$ cat config.mk
export PLATFORM = sky130hd
export DESIGN_NAME = counter_ctrl
export DESIGN_NICKNAME = d
export VERILOG_FILES = /design/src/rtl/counter_pkg.sv /design/src/rtl/sat_counter.sv /design/src/rtl/counter_ctrl.sv
export SDC_FILE = /design/constraint.sdc
export NUM_CORES = 1
export LEC_CHECK = 0
export BUFFER_PORTS_ARGS = -buffer_cell sky130_fd_sc_hd__clkbuf_2
export CAP_MARGIN = 0
export CORE_MARGIN = 5
export CORE_UTILIZATION = 28
export CTS_CLUSTER_DIAMETER = 30
export DETAILED_ROUTE_END_ITERATION = 8
export SLEW_MARGIN = 0
export SYNTH_ARGS = -nofsm -noshare
export SYNTH_HDL_FRONTEND = slang
export SYNTH_HIERARCHICAL = 1
export SYNTH_SLANG_ARGS = --single-unit
export TNS_END_PERCENT = 10
$ cat constraint.sdc
create_clock -name clk -period 2.9 [get_ports clk]
set_clock_uncertainty 0.1 [all_clocks]
set_input_delay 0.58 -clock clk [delete_from_list [all_inputs] [get_ports clk]]
set_output_delay 0.58 -clock clk [all_outputs]
set_load 0.01 [all_outputs]
$ cat src/rtl/counter_pkg.sv
// Shared encodings for the counter stage and its sequencing controller.
package counter_pkg;

    typedef enum logic [1:0] {
        MODE_UP     = 2'b00,
        MODE_DOWN   = 2'b01,
        MODE_RANGE  = 2'b10,
        MODE_BOUNCE = 2'b11
    } mode_e;

    localparam logic DIR_UP   = 1'b0;
    localparam logic DIR_DOWN = 1'b1;

endpackage

$ cat src/rtl/sat_counter.sv
// Event counter that sticks at all-ones instead of rolling over.
module sat_counter #(
    parameter int WIDTH = 8
) (
    input  logic             clk,
    input  logic             rst,
    input  logic             inc,
    output logic [WIDTH-1:0] value
);

    // NOTE: sequential state uses non-blocking assignments so every flop
    // samples pre-edge values, independent of process ordering.
    always_ff @(posedge clk or posedge rst) begin
        if (rst) begin
            value <= '0;
        end else if (inc && (value != '1)) begin
            value <= value + 1'b1;
        end
    end

endmodule

$ cat src/rtl/counter_ctrl.sv
// Drives the counter's load/load_value/down each cycle to add count modes,
// a preset handshake, pause and boundary-event reporting on top of it.
module counter_ctrl
    import counter_pkg::*;
#(
    parameter int                   DATAWIDTH = 4,
    parameter logic [DATAWIDTH-1:0] START     = '0,
    parameter logic [DATAWIDTH-1:0] ENDING    = '1,
    parameter int                   WRAPW     = 8
) (
    input  logic                 clk,
    input  logic                 rst,
    input  logic [DATAWIDTH-1:0] count_in,
    input  logic [1:0]           mode,
    input  logic                 pause,
    input  logic                 preset_valid,
    input  logic [DATAWIDTH-1:0] preset_value,
    output logic                 preset_ready,
    output logic                 load,
    output logic [DATAWIDTH-1:0] load_value,
    output logic                 down,
    output logic                 wrap_pulse,
    output logic [WRAPW-1:0]     wrap_cnt
);

    mode_e                mode_cur;
    mode_e                mode_q;
    logic                 dir_q;
    logic                 dir_d;
    logic                 event_d;
    logic                 accept;
    logic                 in_range;
    logic                 at_start;
    logic                 at_end;
    logic                 enter_bounce;
    logic [DATAWIDTH-1:0] preset_clamped;

    assign mode_cur     = mode_e'(mode);
    assign in_range     = (count_in >= START) && (count_in <= ENDING);
    assign at_start     = (count_in == START);
    assign at_end       = (count_in == ENDING);
    assign enter_bounce = (mode_cur == MODE_BOUNCE) && (mode_q != MODE_BOUNCE);

    assign preset_clamped = (preset_value < START)  ? START  :
                            (preset_value > ENDING) ? ENDING : preset_value;

    assign preset_ready = !rst && !pause;
    assign accept       = preset_valid && preset_ready;

    // NOTE: every output of this block gets a default before any branch,
    // so no path leaves a signal unassigned and no latch is inferred.
    always_comb begin
        load       = 1'b0;
        load_value = START;
        down       = 1'b0;
        event_d    = 1'b0;
        dir_d      = dir_q;

        if (rst) begin
            // outputs stay at their quiet defaults while reset is held
        end else if (accept) begin
            load       = 1'b1;
            load_value = ((mode_cur == MODE_RANGE) || (mode_cur == MODE_BOUNCE))
                         ? preset_clamped : preset_value;
        end else if (pause) begin
            load       = 1'b1;
            load_value = count_in;
        end else begin
            unique case (mode_cur)
                MODE_UP: begin
                    event_d = &count_in;
                end
                MODE_DOWN: begin
                    down    = 1'b1;
                    event_d = (count_in == '0);
                end
                MODE_RANGE: begin
                    // Out-of-range values are pulled back silently; only
                    // reaching ENDING counts as a wrap.
                    if (!in_range) begin
                        load = 1'b1;
                    end else if (at_end) begin
                        load    = 1'b1;
                        event_d = 1'b1;
                    end
                end
                MODE_BOUNCE: begin
                    if (!in_range) begin
                        load  = 1'b1;
                        dir_d = DIR_UP;
                    end else if (at_end && (dir_q == DIR_UP)) begin
                        down    = 1'b1;
                        dir_d   = DIR_DOWN;
                        event_d = 1'b1;
                    end else if (at_start && (dir_q == DIR_DOWN)) begin
                        down    = 1'b0;
                        dir_d   = DIR_UP;
                        event_d = 1'b1;
                    end else begin
                        down = dir_q;
                    end
                end
                default: ;
            endcase
        end

        // Entering bounce always restarts upward, overriding any bound turn.
        if (enter_bounce) begin
            dir_d = DIR_UP;
        end
    end

    always_ff @(posedge clk or posedge rst) begin
        if (rst) begin
            mode_q     <= MODE_UP;
            dir_q      <= DIR_UP;
            wrap_pulse <= 1'b0;
        end else begin
            mode_q     <= mode_cur;
            dir_q      <= dir_d;
            wrap_pulse <= event_d;
        end
    end

    sat_counter #(
        .WIDTH (WRAPW)
    ) u_wrap_tally (
        .clk   (clk),
        .rst   (rst),
        .inc   (event_d),
        .value (wrap_cnt)
    );

endmodule
Yosys cells after proc, flatten, opt, wreduce, memory -nomap -nowiden
Index checks and enable logic that the tools add are counted.
{ "word_totals": {"reg_bits": 12, "out_inout_bits": 16, "in_bits": 14, "wordCells": 67} }
{ "op_classes": {"n_bitwise": 1, "mux": 33, "n_eq_ne": 9, "magnitude_cmp": 4, "add_sub_neg": 1, "n_reduce_logical": 15} }
{ "op_table": {"columns": ["cell", "n"], "rows": [
  ["1-bit 2-to-1 mux", 24],
  ["4-bit 2-to-1 mux", 6],
  ["8-bit by 1-bit adder with 8-bit output (second input constant)", 1],
  ["8-bit != test (second input constant)", 1],
  ["4-bit AND reduction", 2],
  ["1-bit logical AND", 7],
  ["2-bit by 1-bit != test with 1-bit output (second input constant)", 3],
  ["2-bit == test (second input constant)", 2],
  ["4-bit == test (second input constant)", 1],
  ["4-bit by 1-bit >= comparator with 1-bit output (second input constant)", 1],
  ["4-bit greater-than comparator (second input constant)", 1],
  ["4-bit less-or-equal comparator (second input constant)", 1],
  ["4-bit zero test", 1],
  ["4-bit by 1-bit less-than comparator with 1-bit output (second input constant)", 1],
  ["1-bit case mux with 2 select lines", 2],
  ["1-bit case mux with 4 select lines", 1],
  ["2-bit by 1-bit == test with 1-bit output (second input constant)", 1],
  ["1-bit zero test", 2],
  ["2-bit zero test", 1],
  ["2-bit != test (second input constant)", 1],
  ["2-bit nonzero test", 1],
  ["1-bit logical OR", 1],
  ["1-bit inverter", 1]
]} }

Depth between registers and ports, before layout
{ "depth": {"depth_word": 10, "depth_mapped": 6, "ltp_nobuf": 6} }

Modules after synthesis
Netlist, hierarchy kept.
{ "modules_own_cells": {"columns": ["module", "area_each_um2", "seq_area_each_um2", "n_inst", "cells_per_inst"], "rows": [
  ["sat_counter", 436.7, 200.2, 1, 38],
  ["counter_ctrl", 296.5, 100.1, 1, 37]
]} }

Worst setup path before layout
No wires, ideal clock.
{ "synth_timing": {"path_kind": "in2reg", "start": "input port count_in[0]", "end": "register u_wrap_tally.value[7]", "t_arrival_ns": 2.496, "required_time_ns": 2.672, "path_stages": 6, "path_slack_ns": 0.177, "path_cell_list": "or4_1 > or3_1 > a21oi_1 > nand3_1 > nor3_2 > mux2_1"} }
{ "synth_between": {"elab_chain_len": 10, "word_cells_on_any_way": 18, "classes_between": "order compare: 2; eq/ne: 1; mux: 9; reduce/logical: 6"} }
{ "synth_lines": {"columns": ["item", "line_no", "rtl"], "rows": [
  ["start: declaration", "counter_ctrl.sv:13", "input logic [DATAWIDTH-1:0] count_in,"],
  ["4-bit zero test", "counter_ctrl.sv:40, counter_ctrl.sv:75", null],
  ["1-bit logical AND", "counter_ctrl.sv:95", "end else if (at_start && (dir_q == DIR_DOWN)) begin"],
  ["1-bit 2-to-1 mux", "counter_ctrl.sv:95", null],
  ["1-bit 2-to-1 mux", "counter_ctrl.sv:91", "end else if (at_end && (dir_q == DIR_UP)) begin"],
  ["1-bit 2-to-1 mux", "counter_ctrl.sv:88", "if (!in_range) begin"],
  ["1-bit case mux with 4 select lines *", "counter_ctrl.sv:69", "unique case (mode_cur)"],
  ["1-bit 2-to-1 mux *", "counter_ctrl.sv:65", "end else if (pause) begin"],
  ["1-bit 2-to-1 mux *", "counter_ctrl.sv:61", "end else if (accept) begin"],
  ["1-bit 2-to-1 mux *", "counter_ctrl.sv:59", "if (rst) begin"],
  ["net event_d", "counter_ctrl.sv:30", "logic event_d;"],
  ["1-bit logical AND *", "sat_counter.sv:16", "end else if (inc && (value != '1)) begin"],
  ["end signal: assignment", "sat_counter.sv:17", "value <= value + 1'b1;"],
  ["end: declaration", "sat_counter.sv:8", "output logic [WIDTH-1:0] value"]
]} }
Mark *: on every way through the listed nets, which the timed path passes. The rest lies on a longest branch.
A chain may end at the register's enable or synchronous reset.

Worst setup path in the final report
{ "layout_timing": {"start": "input port count_in[0]", "end": "register u_wrap_tally.value[6]"} }
The elaborated chain is that of the path after synthesis.

==> impl_results.md <==
- Flops & latches, synth: 12
- Area contributors post-synth: dfrtp_1 (41%), mux2_1 (6.1%), a21oi_1 (4.1%), nand2_1 (4.1%), nand3b_1 (4.1%)
- Flop2flop setup slack: 870 ps
- Asr flop ratio synth: 1.00
- PD cells: 395 nW/um2
- Skew-Pair Late Insertion Delay: 270 ps
- Avg Inst Size Synth: 9.78 um2
- Static Leakage: 0.457 nW
- Setup Viol. Count Final: 0
- Reg2reg start: dir_q$_DFFE_PP0P_
- Setup ws final: 535 ps
- Startpoint Class: primary input
- Syn. warnings: 6
- Initial antenna violation count: 0
- Post-synthesis instance area: 733 um2
- Top Ports: 30
- Vias in the first global route: 688
- Max Fclk: 0.423 GHz
- Sw power: 97.1 uW
- Hold_buf cts: 0
- Post-synth top area cell: dfrtp_1
- Post-CTS sizing: 0
- Die Footprint: 3740 um2
- Critical Path RT: 2950 ps
- Worst-Margin Slew: 317 ps
- Tightest Hold Check Type: primary input to async pin
- Post-DP HPWL: 1430 um
- Grt total ovfl: 0
- Setup slack at placement: 271 ps
- Final Non-Filler Cells: 137
- Port buffer count: 29
- CP max FO: 7
- DRC: 0
- Status: complete, no violations
- Die width: 61.2 um
- Synth Flop Type: dfrtp_1
- GP Congestion: 0.769
- Final hold vios: 0
- Crit path arrival time: 2420 ps
- Clock tree sinks: 12
- Initial drt markers: 45
- Final period util: 0.816
- Ant. Diodes: 0
- WL/cell: 13.7 um
- First-pass GRT wire length: 2930 um
- Cells after DPL: 133
- Root buffer cell: clkbuf_4
- Register area share after synthesis: 0.410
- CTS tree: done
- Worst setup EP type: flop
- Post-DP Area: 916 um2
- Finished Cell Area: 952 um2
- Vias: 715
- FP Rows: 18
- ANT nets after route: 0
- Peak supply drop: 0.000204 V
- Vias/cell: 5.22
- Share of power burned in combinational logic: 0.160
- # Max-Cap Violations: 0
- Reg power frac: 0.495
- Clk pwr share: 0.345
- Max-slew violations: 0
- RSZ-0062 raised after global routing: false
- Tot GR Track Use: 0.106
- EDFF count, synth: 0
- Share of layout cells above drive strength 1: 0.364
- Area grow syn2layout: 29.9%
- CTS HTree Levels: 1
- Post-layout util: 0.381
- Commonest non-fill, non-tap cell in the layout: clkbuf_2
- Die outline height: 61.2 um
- Area share of the largest cell type after synthesis: 0.410
- Max_slew headroom: 0.789
- Origin of the worst setup path: count_in[0]
- Period minus WS final: 2370 ps
- Clock Tree Buf Depth: 2
- Post-CTS setup repair buffer count: 0
- Post-synth cell types: 31
- Commonest cells after routing, fill and taps aside: clkbuf_2 (29), dfrtp_1 (12), nand2_1 (8)
- Sum Neg Setup Slack: 0 ps
- Post-Syn Instances: 75
- Internal power: 279 uW
- Syn_nets: 90
- TritonRoute pass-1 iters: 4
- Final WL: 1870 um
- CTS Buf Count: 3
- Clk slew on worst S/H paths: 70 ps
- Largest net degree at the start of global routing: 12
- Sw frac: 0.258
- Nets: 123
- Crit path kind: primary input to flop
- Core area: 2500 um2
- Initial core utilization: 0.293
[sequential cells by signal (all words and copies together) (netlist names)]
| signal | flops |
|---|---|
| mode_q | 2 |
| wrap_pulse | 1 |
| dir_q | 1 |
| u_wrap_tally/value | 8 |
[worst paths after layout]
path | end | cells past startpoint
max | u_wrap_tally/value[6]$_DFFE_PP0P_ | 8
min | mode_q[0]$_DFF_PP0_ | 2
max reg2reg | u_wrap_tally/value[6]$_DFFE_PP0P_ | 7
min reg2reg | dir_q$_DFFE_PP0P_ | 2
max in group asynchronous | u_wrap_tally/value[7]$_DFFE_PP0P_ | 2
min in group clk | mode_q[0]$_DFF_PP0_ | 1
[metrics by stage]
| stage | hold slack (ps) | power (mW) |
|---|---|---|
| floorplan | 296 | 0.219 |
| global placement | 432 | 0.249 |
| detailed placement | 438 | 0.250 |
| CTS | 169 | 0.384 |
| global route | 190 | 0.400 |
| finish | 165 | 0.376 |
[cells by family after synthesis]
logic type      count (synthesis)  share of synthesized area
simple gates                   33                      0.270
buf+inv                         5                     0.0256
fa+ha+maj                       1                     0.0171
xor+xnor                        1                     0.0119
mux                             5                     0.0819
flops                          12                      0.410
compound gates                 18                      0.184
[power groups by stage]
stage          Sequential [mW]  Clock (mW)  Combinational (mW)
2_1_floorplan            0.190           0              0.0294
3_3_place_gp             0.189           0              0.0597
3_5_place_dp             0.189           0              0.0605
4_1_cts                  0.186       0.136              0.0613
5_1_grt                  0.187       0.145              0.0674
6_report                 0.186       0.130              0.0601
[Yosys cell counts (all sizes together) (2+ instances only)]
cell type   n
or3         2
nand3b      4
a21oi       6
nor2        6
mux2        5
clkbuf      2
o21ai       3
inv         3
dfrtp      12
nand3       3
nand2       8
nand4       5
[cell type report]
type	instances	area, um2
clock buffers	4	36.3
repair buffers	30	153
well taps	30	37.5
inverters	3	11.3
flip-flops and latches	12	300
fillers	257	1550
multi-input cells	58	414
[worst max-delay path, cell delays in order]
cell and delay, ps:
clkbuf_2 100, or4_1 520, or3_1 310, a21oi_1 200
buf_4 190, nand2_1 60, nor2_1 120, mux2_1 330
[routing by layer]
metal  vias to the layer above  wire (um)  track usage
met5                         -          0            0
met4                         0         12       0.0464
met3                         2        197       0.0210
met2                        30        827        0.180
met1                       335        837        0.128
li1                        348          -            -
Note: power is estimated with default switching activity, not from simulation.
